[src/rtl/exec_ctrl.sv]
// Single-issue execution controller: register file, instruction handshake,
// external ALU sequencing (IDLE -> ISSUE -> WAIT) with a bounded wait and sticky abort flag.
module exec_ctrl #(
   parameter int unsigned TIMEOUT = 15
) (
   input  logic        clk,
   input  logic        rst,
   input  logic        instr_valid,
   input  logic [6:0]  instr,
   output logic        instr_ready,
   input  logic        ld_en,
   input  logic [1:0]  ld_addr,
   input  logic [15:0] ld_data,
   input  logic [1:0]  rd_addr,
   output logic [15:0] rd_data,
   output logic [15:0] alu_a,
   output logic [15:0] alu_b,
   output logic        alu_op,
   output logic        alu_start,
   input  logic [15:0] alu_result,
   input  logic        alu_done,
   output logic        wb_valid,
   output logic        zero,
   output logic        busy,
   output logic        err
);

   localparam int CW = $clog2(TIMEOUT + 1);

   typedef enum logic [1:0] {IDLE, ISSUE, WAIT} state_t;

   state_t         state, state_nxt;
   logic [15:0]    regs [4];
   logic [1:0]     rd_q;
   logic [CW-1:0]  cnt;
   logic           accept, ld_fire, wb_fire, to_fire;

   // NOTE: every output of this block gets a default first, so no path can infer a latch.
   always_comb begin
      state_nxt = state;
      accept    = 1'b0;
      ld_fire   = 1'b0;
      wb_fire   = 1'b0;
      to_fire   = 1'b0;
      case (state)
         IDLE: begin
            if (ld_en) begin
               ld_fire = 1'b1;
            end else if (instr_valid) begin
               accept    = 1'b1;
               state_nxt = ISSUE;
            end
         end
         ISSUE: state_nxt = WAIT;
         WAIT: begin
            // A completion on the last allowed cycle still wins over the abort.
            if (alu_done) begin
               wb_fire   = 1'b1;
               state_nxt = IDLE;
            end else if (cnt == CW'(TIMEOUT - 1)) begin
               to_fire   = 1'b1;
               state_nxt = IDLE;
            end
         end
         default: state_nxt = IDLE;
      endcase
   end

   assign instr_ready = (state == IDLE) && !ld_en;
   assign alu_start   = (state == ISSUE);
   assign busy        = (state != IDLE);
   assign rd_data     = regs[rd_addr];

   // NOTE: sequential state uses non-blocking assignments so every flop samples pre-edge values.
   always_ff @(posedge clk) begin
      if (!rst) state <= IDLE;
      else      state <= state_nxt;
   end

   always_ff @(posedge clk) begin
      if (!rst) begin
         // NOTE: the register file is small and architecturally reset to zero, so it is
         // built from resettable flops rather than a RAM macro.
         for (int i = 0; i < 4; i++) regs[i] <= '0;
         rd_q     <= '0;
         alu_a    <= '0;
         alu_b    <= '0;
         alu_op   <= 1'b0;
         wb_valid <= 1'b0;
         zero     <= 1'b1;
         err      <= 1'b0;
         cnt      <= '0;
      end else begin
         wb_valid <= wb_fire;
         if (ld_fire) regs[ld_addr] <= ld_data;
         if (accept) begin
            rd_q   <= instr[5:4];
            alu_op <= instr[6];
            alu_a  <= regs[instr[3:2]];
            alu_b  <= regs[instr[1:0]];
         end
         if (state == ISSUE)                 cnt <= '0;
         else if (state == WAIT && !alu_done) cnt <= cnt + CW'(1);
         if (wb_fire) begin
            regs[rd_q] <= alu_result;
            zero       <= (alu_result == 16'h0000);
         end
         if (to_fire) err <= 1'b1;
      end
   end

endmodule

[config.mk]
export PLATFORM = sky130hd
export DESIGN_NAME = exec_ctrl
export DESIGN_NICKNAME = d
export VERILOG_FILES = /design/src/rtl/exec_ctrl.sv
export SDC_FILE = /design/constraint.sdc
export NUM_CORES = 1
export LEC_CHECK = 0
export BUFFER_PORTS_ARGS = -buffer_cell sky130_fd_sc_hd__buf_2
export CORE_UTILIZATION = 55
export DETAILED_ROUTE_END_ITERATION = 7
export HOLD_SLACK_MARGIN = 0.15
export PLACE_DENSITY_LB_ADDON = 0.05
export RECOVER_POWER = 100
export SYNTH_ARGS = -nofsm -noshare
export SYNTH_HDL_FRONTEND = slang
export SYNTH_SLANG_ARGS = --single-unit
[constraint.sdc]
create_clock -name clk -period 4.1 [get_ports clk]
set_clock_uncertainty 0.05 [all_clocks]
set_input_delay 0.82 -clock clk [delete_from_list [all_inputs] [get_ports clk]]
set_output_delay 0.82 -clock clk [all_outputs]
set_load 0.02 [all_outputs]
==> parameters.txt, run 1 <==
Parameter                              Value

Outcome
  Run status    complete, but fails checks
  Violated checks    capacitance limit, slew limit

Worst setup path
  Standard cell with the maximum stage delay on the critical path    clkbuf_1
  Required time of the critical path    between 4 and 5 ns
  Register-to-Register Path Depth    4
  Nature of the critical path startpoint    input port
  CP endpoint kind    register
  Crit path arrival time    3.27 ns
  Crit path largest cell delay    between 0.6 and 0.7 ns
  Series of cell instances along the critical path    clkbuf_1, buf_4, and4b_1, clkbuf_1, a22oi_1, nor4_1
  Beginning of the worst register-to-register path    state[1]
  Most repeated library cell on the critical path    clkbuf_1
  Worst R2R End    alu_b[10]
  Setup slack of the worst register-to-register path    around 1.3 ns
  Worst-path maximum fanout    41
  Start point of the critical path    rst
  Setup CP Type    input port to register

Yosys
  Count of unique library cells instantiated by Yosys    43
  Post-synth top area cell    edfxtp_1
  Total number of yosys warnings    0
  Portion of synthesized cell area occupied by the leading cell type    0.353
  Synthesized area per cell    ~13 µm²
  Netlist Area Pre-Place    5440 µm²
  Net Count, Synth    slightly below 500
  #FFs+latches synth    108
  Number of synthesized flops with an enable pin    64
  Portion of the post-synthesis area used by sequential elements    0.515
  Number of instances in the synthesized netlist    roughly 430
  Share of synthesized flip-flops with an asynchronous set or reset    0
  Dominant synthesized flop cell    edfxtp_1
  Cells taking the most area after synthesis    edfxtp_1 35%, mux4_2 20%, dfxtp_1 16%, nand2_1 5.2%, a21boi_0 3.3%

STA
  Final setup violation count    0
  Number of max-slew violations in the final report    35
  Part of the cycle the worst path needs    0.775
  Fmax achieved    315 MHz
  Setup repair after global routing missed its margin    false
  Fin crit period    roughly 3.2 ns
  Worst-case headroom to the max-slew limit    -0.0312
  Actual transition at the worst max-transition pin    1.55 ns
  Number of failing hold endpoints at the final stage    0
  Total negative slack    0 ns

Final layout
  Post-Route Utilization    0.639
  Area occupied by multi-input gates    2330 µm²
  # fillers    roughly 810
  Most common cell after layout, fill and taps aside    nand2_1
  Fraction of layout instances using a drive strength above 1    0.223
  Commonest cells after routing, fill and taps aside    76 x nand2_1, 64 x edfxtp_1, 61 x clkbuf_1, 48 x mux4_2, 46 x buf_2
  Total area of sequential cells    about 2800 µm²
  Diode insertion count for antenna repair    0
  Area growth from synthesis to layout    10.6%
  Total Nets Final    ~570

Clocking
  Clock tree root driver cell    clkbuf_8
  Bufs on Longest Clock Path    2
  Number of hold-repair buffers added at the cts stage    0
  Number of post-CTS setup repair buffers    0
  Clock tree from TritonCTS    yes
  Later-pin clock latency in the skew report    about 0.36 ns
  Deepest level of the CTS H-tree    3
  CTS sink cnt    108
  TritonCTS buffer count    9
  Number of gates given a new drive strength after cts    0
  Post-CTS clock slew at the launch and capture registers of the worst setup and hold paths    roughly 0.11 ns

Floorplan
  Initial standard-cell utilization of the core    0.578
  Number of placement rows    35
  Die span in y    between 100 and 150 µm
  Number of top-level design ports    between 100 and 150
  Area of the placeable core    around 9400 µm²
  Die Outline Area    between 10000 and 15000 µm²
  Die outline width    just over 100 µm

Route
  Final wirelength    roughly 12000 µm
  First-pass iteration count of the detailed router    5
  Total vias in the final route    3811
  Post-detailed-route count of antenna-violating nets    0
  Via count normalized by instance count    just under 6
  Detailed Route Iter0 Violations    215
  Average wire per cell in the routed design    18.5 µm
  Remaining routing DRC violations    0

GRT
  Total global routing track utilization    0.247
  Pin count of the biggest net entering global routing    42
  First-pass GRT wire length    about 19000 µm
  Vias in the first global route    around 3600
  Initial antenna violation count    0
  Overall overflow remaining after global route    0

Pwr
  Total power per unit cell area    roughly 360 nW/µm²
  Static leakage    about 2.1 nW
  Peak VDD IR    ~0.15 mV

Worst hold path
  Worst hold path startpoint    alu_b[7]
  Capture endpoint of the worst hold path    alu_b[7]
  Worst hold path cell count    2
  Hold Crit Class    register to register

Place
  Detail Placement HPWL    9050 µm
  Port Buffer Count    about 100
  Weighted congestion reported at the end of routability-driven placement    0.792

Flow run
  Count of maximum capacitance violations    1
[sequential cells by signal, indices dropped and copies added (netlist names)]
register and cells:
regs 64, alu_a 16, alu_b 16, cnt 4, rd_q 2, state 2, alu_op 1, err 1
wb_valid 1, zero 1
[how the worst max path moves through the flow]
stage / to / slack, ns
detailed placement: regs[1][6] / 0.93
global placement: regs[1][5] / 1.04
finish: regs[2][10] / 0.92
global route: regs[2][3] / 0.75
CTS: rd_data[15] / 1.16
floorplan: regs[2][0] / 0.80
[per-stage QoR]
step           hold WS (ns)  cell area (µm²)  setup slack [ns]  total power, mW  instances
2_1_floorplan         0.407             5440             0.796             1.49        434
3_3_place_gp          0.390             5950              1.04             1.59        634
3_5_place_dp          0.393             5950             0.929             1.60        634
4_1_cts               0.406             6130              1.16             2.17        650
5_1_grt               0.422             6020             0.746             2.24        650
6_report              0.406             6020             0.922             2.16        650
[per-layer routing]
layer	global-route usage	share of wire
met5	0	0
met2	0.384	0.46
met4	0.0870	0.013
met3	0.0297	0.060
met1	0.364	0.47
[critical path, delay by kind of cell]
family                 cells  cell delay [ns]
buffers and inverters      3             1.18
AO/OA/AOI/OAI              1             0.35
AND/OR/NAND/NOR            2             0.90
[synthesized netlist by cell type (2+ instances only)]
master    instances
and2_1            2
o21ai_0           2
a21oi_1          20
ha_1              2
inv_1            21
nand3_1           3
or3_1             2
mux4_2           48
clkbuf_1         13
buf_1             2
clkbuf_2          2
nor2_1           20
a21boi_1         11
buf_6             6
a22oi_1          16
a21boi_0         24
buf_4             4
nor4_1           20
nand2_1          76
nand3b_1          2
buf_2            10
edfxtp_1         64
dfxtp_1          44
[logic make-up after synthesis]
kind of cell | Yosys count | synth area share
adders and majority gates | 2 | 0.00460
and+or+nand+nor | 137 | 0.121
AOI/OAI and AO/OA | 81 | 0.107
buffers and inverters | 58 | 0.0538
DFF | 108 | 0.515
muxes | 48 | 0.199
[where the power goes]
group	leakage (nW)	switching [mW]	total, mW	internal [mW]
Combinational	1.02	0.183	0.313	0.130
Clock	0.0833	0.367	0.593	0.226
Sequential	1.02	0.0426	1.25	1.21
Total	2.12	0.592	2.16	1.56
[cell type report]
type,count,area share
Timing Repair Buffer,108,0.0782
Multi-Input combinational cell,268,0.387
Sequential cell,108,0.466
Tap cell,129,0.0268
Inverter,21,0.0131
Clock buffer,10,0.0212
Clock inverter,6,0.00770
Note: power is estimated with default switching activity, not from simulation.
==> run 2: changes to the inputs <==
--- a/config.mk
+++ b/config.mk
@@ -5,8 +5,9 @@
 export SDC_FILE = /design/constraint.sdc
 export NUM_CORES = 1
 export LEC_CHECK = 0
+export ABC_AREA = 1
 export BUFFER_PORTS_ARGS = -buffer_cell sky130_fd_sc_hd__buf_2
-export CORE_UTILIZATION = 55
+export CORE_UTILIZATION = 51
 export DETAILED_ROUTE_END_ITERATION = 7
 export HOLD_SLACK_MARGIN = 0.15
 export PLACE_DENSITY_LB_ADDON = 0.05
==> constraint.sdc (replaced) <==
create_clock -name clk -period 2.8 [get_ports clk]
set_clock_uncertainty 0.05 [all_clocks]
set_input_delay 0.56 -clock clk [delete_from_list [all_inputs] [get_ports clk]]
set_output_delay 0.56 -clock clk [all_outputs]
set_load 0.02 [all_outputs]
==> run 2 against run 1 <==
The flow now finishes without violations. Critical endpoint is now rd_data[14]. Synthesized area rose by 6.1%. Largest power group unchanged. Register-to-register slack got worse by 0.76 ns. Global-route usage rose by 0.84 points. Non-clock buffer count grew 12. Via count increased by 36%. Cell area up 8.7%. Sequential cell count unchanged. Critical path type is now input port to output port. First-iteration DRC count grew 69%. Combinational power grew 88%. Highest routed layer unchanged.
==> parameters.txt, run 2 <==
Parameter                              Value

Pwr
  Part of the total power dissipated in sequential elements    0.498
  Cell-internal power    between 2 and 3 mW
  Switching power as a share of total power    0.283
  Peak VDD IR    between 0.3 and 0.4 mV
  Switching component of the power    between 1 and 1.5 mW
  Static leakage    2.96 nW
  Post-layout power    3.73 mW
  Fraction of power consumed by the clock network    0.344
  Total power per unit cell area    roughly 570 nW/µm²
  Portion of total power attributed to combinational logic    0.158

Floorplan
  Area of the placeable core    between 10000 and 15000 µm²
  Initial standard-cell utilization of the core    0.528
  Die span in y    108 µm
  Number of placement rows    38
  Die outline width    roughly 110 µm
  Die Outline Area    ~12000 µm²
  Number of top-level design ports    roughly 100

Worst setup path
  Most repeated library cell on the critical path    a21oi_1
  Setup slack of the worst register-to-register path    0.54 ns
  Worst-path maximum fanout    32
  Worst R2R End    alu_b[4]
  Register-to-Register Path Depth    7
  Crit path arrival time    approximately 1.8 ns
  Nature of the critical path startpoint    input port
  Setup CP Type    input port to output port
  Required time of the critical path    ~2.2 ns
  Beginning of the worst register-to-register path    state[1]
  Standard cell with the maximum stage delay on the critical path    clkbuf_2
  CP endpoint kind    output port
  Crit path largest cell delay    between 0.4 and 0.5 ns
  Series of cell instances along the critical path    buf_2, inv_1, clkbuf_2, a21oi_1, a21oi_1, clkbuf_1

STA
  Number of failing hold endpoints at the final stage    0
  Worst Setup Slack, final    approximately 0.42 ns
  Actual transition at the worst max-transition pin    approximately 1.2 ns
  Part of the cycle the worst path needs    0.850
  Total negative slack    0 ns
  Final setup violation count    0
  Fin crit period    approximately 2.4 ns
  Setup repair after global routing missed its margin    false
  Number of max-slew violations in the final report    0
  Fmax achieved    420 MHz
  Worst-case headroom to the max-slew limit    0.192

Route
  First-pass iteration count of the detailed router    5
  Via count normalized by instance count    5.24
  Total vias in the final route    around 5200
  Remaining routing DRC violations    0
  Detailed Route Iter0 Violations    between 300 and 400
  Average wire per cell in the routed design    14.6 µm
  Final wirelength    about 14000 µm
  Post-detailed-route count of antenna-violating nets    0

Yosys
  Net Count, Synth    812
  Portion of synthesized cell area occupied by the leading cell type    0.333
  Dominant synthesized flop cell    edfxtp_1
  Number of instances in the synthesized netlist    between 700 and 800
  Synthesized area per cell    7.57 µm²
  Post-synth top cells    157 x nor2_1, 109 x inv_1, 100 x nand2_1, 93 x a21oi_1, 64 x edfxtp_1
  Post-synth top area cell    edfxtp_1
  Total number of yosys warnings    0
  Portion of the post-synthesis area used by sequential elements    0.486
  Share of synthesized flip-flops with an asynchronous set or reset    0
  Netlist Area Pre-Place    between 5000 and 6000 µm²
  Cells taking the most area after synthesis    edfxtp_1 33%, dfxtp_1 15%, nor2_1 10%, a21oi_1 8.1%, inv_1 7.1%
  Number of synthesized flops with an enable pin    64
  #FFs+latches synth    about 110
  Count of unique library cells instantiated by Yosys    25
  Most frequently used cell type in the post-synthesis netlist    nor2_1

Final layout
  Post-Route Utilization    0.598
  Most common cell after layout, fill and taps aside    nor2_1
  Fraction of layout instances using a drive strength above 1    0.0974
  Largest Register    regs
  Total Nets Final    roughly 900
  Commonest cells after routing, fill and taps aside    157 x nor2_1, 112 x inv_1, 102 x a21oi_1, 100 x nand2_1, 64 x edfxtp_1
  Fin area    approximately 6500 µm²
  Area growth from synthesis to layout    13.3%
  Max reg flops    between 60 and 70
  Diode insertion count for antenna repair    0
  Top Registers    regs (64), alu_a (16), alu_b (16)

Clocking
  TritonCTS buffer count    9
  Clock tree from TritonCTS    yes
  Number of gates given a new drive strength after cts    0
  Number of hold-repair buffers added at the cts stage    0
  CTS sink cnt    roughly 110
  Number of post-CTS setup repair buffers    0
  Clock tree root driver cell    clkbuf_16
  Later-pin clock latency in the skew report    between 0.3 and 0.4 ns
  Post-CTS clock slew at the launch and capture registers of the worst setup and hold paths    ~0.07 ns
  Deepest level of the CTS H-tree    3
  Bufs on Longest Clock Path    2

Place
  Cell area reported after detailed placement    ~6400 µm²
  Port Buffer Count    slightly above 100
  Post-Place Setup Slack    0.547 ns
  Weighted congestion reported at the end of routability-driven placement    approximately 0.9
  Detail Placement HPWL    10800 µm

GRT
  First-pass GRT wire length    roughly 23000 µm
  Initial antenna violation count    0
  Total global routing track utilization    0.256
  Overall overflow remaining after global route    0
  Pin count of the biggest net entering global routing    43
  Vias in the first global route    around 4600

Outcome
  Run status    completed

Worst hold path
  Worst hold path cell count    3
  Worst hold path startpoint    instr[5]
  Capture endpoint of the worst hold path    rd_q[1]
  Hold Crit Class    input port to register

Flow run
  Count of maximum capacitance violations    0
-- run 2: worst max path at each step --
| stage | startpoint | endpoint | cells after the start |
|---|---|---|---|
| after floorplan | rd_addr[0] | rd_data[10] | 6 |
| after global placement | rst | regs[2][2] | 6 |
| after detailed placement | rst | regs[2][2] | 6 |
| after CTS | rd_addr[0] | rd_data[14] | 7 |
| after global routing | rd_addr[1] | rd_data[8] | 7 |
| final | rd_addr[1] | rd_data[14] | 6 |
-- run 2: power groups by stage --
stage               Combinational, mW  Sequential [mW]  Clock, mW
global placement                0.599             1.89          0
global route                    0.665             1.87       1.36
detailed placement              0.613             1.89          0
floorplan                       0.380             1.91          0
CTS                             0.615             1.85       1.31
finish                          0.590             1.86       1.28
-- run 2: kinds of logic after synthesis --
group,count (synthesis),synth area share
adder cells (fa/ha/maj),2,0.00434
AND/OR/NAND/NOR,303,0.211
AO/OA/AOI/OAI,190,0.187
buffers and inverters,159,0.112
flip-flops,108,0.486
-- run 2: per-stage QoR --
| step | hold WS (ns) | std cells |
|---|---|---|
| after floorplan | 0.420 | 762 |
| after global placement | 0.397 | 976 |
| after detailed placement | 0.426 | 976 |
| after CTS | 0.373 | 992 |
| after global routing | 0.380 | 992 |
| final | 0.382 | 992 |
-- run 2: worst max-delay path, delay by kind of cell --
family / cells / cell delay [ns]
buffers and inverters: 4 / 0.83
AOI/OAI and AO/OA: 2 / 0.36
-- run 2: final cells by class --
cell class	count	area (µm²)
fillers	1050	4400
flip-flops and latches	108	2800
multi-input cells	495	2280
repair buffers	120	559
inverters	113	424
clock buffers	11	233
well taps	140	175
clock inverters	5	65.1
-- run 2: metal layers --
layer  GRT usage  routed length [µm]
met1       0.373                7080
met2       0.388                6240
met3      0.0398                 935
met4      0.0830                 188
met5           0                   0
==> run 3: changes to the inputs <==
--- a/config.mk
+++ b/config.mk
@@ -7,7 +7,9 @@
 export LEC_CHECK = 0
 export ABC_AREA = 1
 export BUFFER_PORTS_ARGS = -buffer_cell sky130_fd_sc_hd__buf_2
-export CORE_UTILIZATION = 51
+export CORE_MARGIN = 1.5
+export CORE_UTILIZATION = 53
+export CTS_BUF_LIST = sky130_fd_sc_hd__clkbuf_8
 export DETAILED_ROUTE_END_ITERATION = 7
 export HOLD_SLACK_MARGIN = 0.15
 export PLACE_DENSITY_LB_ADDON = 0.05
==> run 3 against run 2 <==
Combinational power about the same. Via count up 0.19%. Sequential share of layout area up 0.76 points. Critical path type unchanged. Sequential power about the same. Count of clock-buffer cells in the layout down 2. Die area down 1.9%. Total power down 7.4%. First-iteration DRC count up 7.4%. Cell area down 1.7%. Clock power down 21%. Global-route usage down 0.54 points. Wire length down 2.5%.
==> parameters.txt, run 3 (synthesis results as in run 2) <==
Parameter                              Value

Clocking
  Clock tree root driver cell    clkbuf_8
  TritonCTS buffer count    9
  CTS sink cnt    108
  Number of post-CTS setup repair buffers    0
  Clock tree from TritonCTS    yes
  Bufs on Longest Clock Path    2
  Number of gates given a new drive strength after cts    0
  Post-CTS clock slew at the launch and capture registers of the worst setup and hold paths    ~0.1 ns
  Number of hold-repair buffers added at the cts stage    0
  Deepest level of the CTS H-tree    3
  Later-pin clock latency in the skew report    around 0.38 ns

Floorplan
  Number of placement rows    37
  Die span in y    about 110 µm
  Area of the placeable core    approximately 10000 µm²
  Die outline width    between 100 and 150 µm
  Initial standard-cell utilization of the core    0.552
  Number of top-level design ports    between 100 and 150
  Die Outline Area    11500 µm²

Place
  Weighted congestion reported at the end of routability-driven placement    roughly 0.96
  Port Buffer Count    approximately 100
  Post-placement cell count    roughly 970
  Detail Placement HPWL    between 10000 and 15000 µm

Route
  Detailed Route Iter0 Violations    between 300 and 400
  Remaining routing DRC violations    0
  Post-detailed-route count of antenna-violating nets    0
  First-pass iteration count of the detailed router    5
  Final wirelength    between 10000 and 15000 µm
  Total vias in the final route    about 5200
  Average wire per cell in the routed design    about 14 µm
  Via count normalized by instance count    approximately 5.3

STA
  Part of the cycle the worst path needs    0.893
  Setup repair after global routing missed its margin    false
  Number of max-slew violations in the final report    0
  Fin crit period    between 2 and 2.5 ns
  Worst-case headroom to the max-slew limit    0.239
  Actual transition at the worst max-transition pin    about 1.1 ns
  Fmax achieved    about 400 MHz
  Total negative slack    0 ns
  Number of failing hold endpoints at the final stage    0
  Final setup violation count    0

Final layout
  Total Nets Final    approximately 890
  Fraction of layout instances using a drive strength above 1    0.0933
  Largest Register    regs
  Post-Route Utilization    0.614
  Top Registers    regs (64), alu_a (16), alu_b (16)
  Diode insertion count for antenna repair    0
  Commonest cells after routing, fill and taps aside    158 x nor2_1, 112 x inv_1, 102 x nand2_1, 102 x a21oi_1, 64 x edfxtp_1
  Most common cell after layout, fill and taps aside    nor2_1
  Layout Cells excl Fill    just under 1000
  Area growth from synthesis to layout    11.3%
  Max reg flops    64

Pwr
  Portion of total power attributed to combinational logic    0.170
  Cell-internal power    ~2.4 mW
  Switching power as a share of total power    0.306
  Fraction of power consumed by the clock network    0.293
  Static leakage    ~2.9 nW
  Total power per unit cell area    about 540 nW/µm²
  Switching component of the power    around 1.1 mW
  Post-layout power    roughly 3.5 mW
  Peak VDD IR    around 0.23 mV
  Part of the total power dissipated in sequential elements    0.537

Worst setup path
  Most repeated library cell on the critical path    a21oi_1
  Crit path largest cell delay    roughly 0.36 ns
  Worst-path maximum fanout    18
  Crit path arrival time    1.89 ns
  Series of cell instances along the critical path    buf_2, inv_1, clkbuf_2, a21oi_1, a21oi_1, clkbuf_1
  Bufs and invs on worst path    4
  Standard cell with the maximum stage delay on the critical path    clkbuf_2
  Nature of the critical path startpoint    input port
  Setup CP Type    input port to output port
  Top Family by Delay on Critical Path    buffers and inverters
  CP endpoint kind    output port
  Required time of the critical path    between 2 and 2.5 ns

GRT
  Initial antenna violation count    0
  First-pass GRT wire length    approximately 22000 µm
  Pin count of the biggest net entering global routing    66
  Overall overflow remaining after global route    0
  Total global routing track utilization    0.250
  Vias in the first global route    between 4000 and 5000

Worst hold path
  Hold Crit Class    input port to register

Outcome
  Run status    completed

Flow run
  Count of maximum capacitance violations    0
[run 3: through the flow]
| step | hold slack, ns | worst slack, ns | cell area, µm² |
|---|---|---|---|
| after global routing | 0.357 | 0.136 | 6420 |
| after global placement | 0.397 | 0.484 | 6350 |
| after floorplan | 0.420 | 0.620 | 5770 |
| final | 0.349 | 0.301 | 6420 |
| after detailed placement | 0.413 | 0.448 | 6350 |
| after CTS | 0.335 | 0.442 | 6560 |
[run 3: layer usage]
layer  wire, µm  track usage
met5          0            0
met4        205       0.0742
met3       1060       0.0412
met2       5840        0.364
met1       6970        0.383
[run 3: power by group through the flow]
stage          sequential, mW  combinational, mW  clock (mW)
6_report                 1.85              0.588        1.01
5_1_grt                  1.86              0.661        1.09
4_1_cts                  1.85              0.613        1.02
3_5_place_dp             1.89              0.610           0
3_3_place_gp             1.89              0.597           0
2_1_floorplan            1.91              0.380           0
[run 3: worst min-delay path: stages]
cell    delay, ns
buf_2        0.07
nor2_1       0.03
nor2_1       0.08
[run 3: final cells by class]
type	count	area, µm²
fillers	1004	4040
flip-flops and latches	108	2800
multi-input cells	495	2270
repair buffers	115	553
inverters	113	424
well taps	136	170
clock buffers	9	124
clock inverters	7	82.6
[run 3: worst paths after layout]
| check | startpoint | to | slack (ns) | depth (start not counted) |
|---|---|---|---|---|
| worst max register to register | state[1] | regs[1][11] | 0.67 | 5 |
| worst min-delay path | instr[4] | rd_q[0] | 0.35 | 3 |
| worst max-delay path | rd_addr[0] | rd_data[13] | 0.30 | 6 |
| worst min register to register | err | err | 0.43 | 2 |
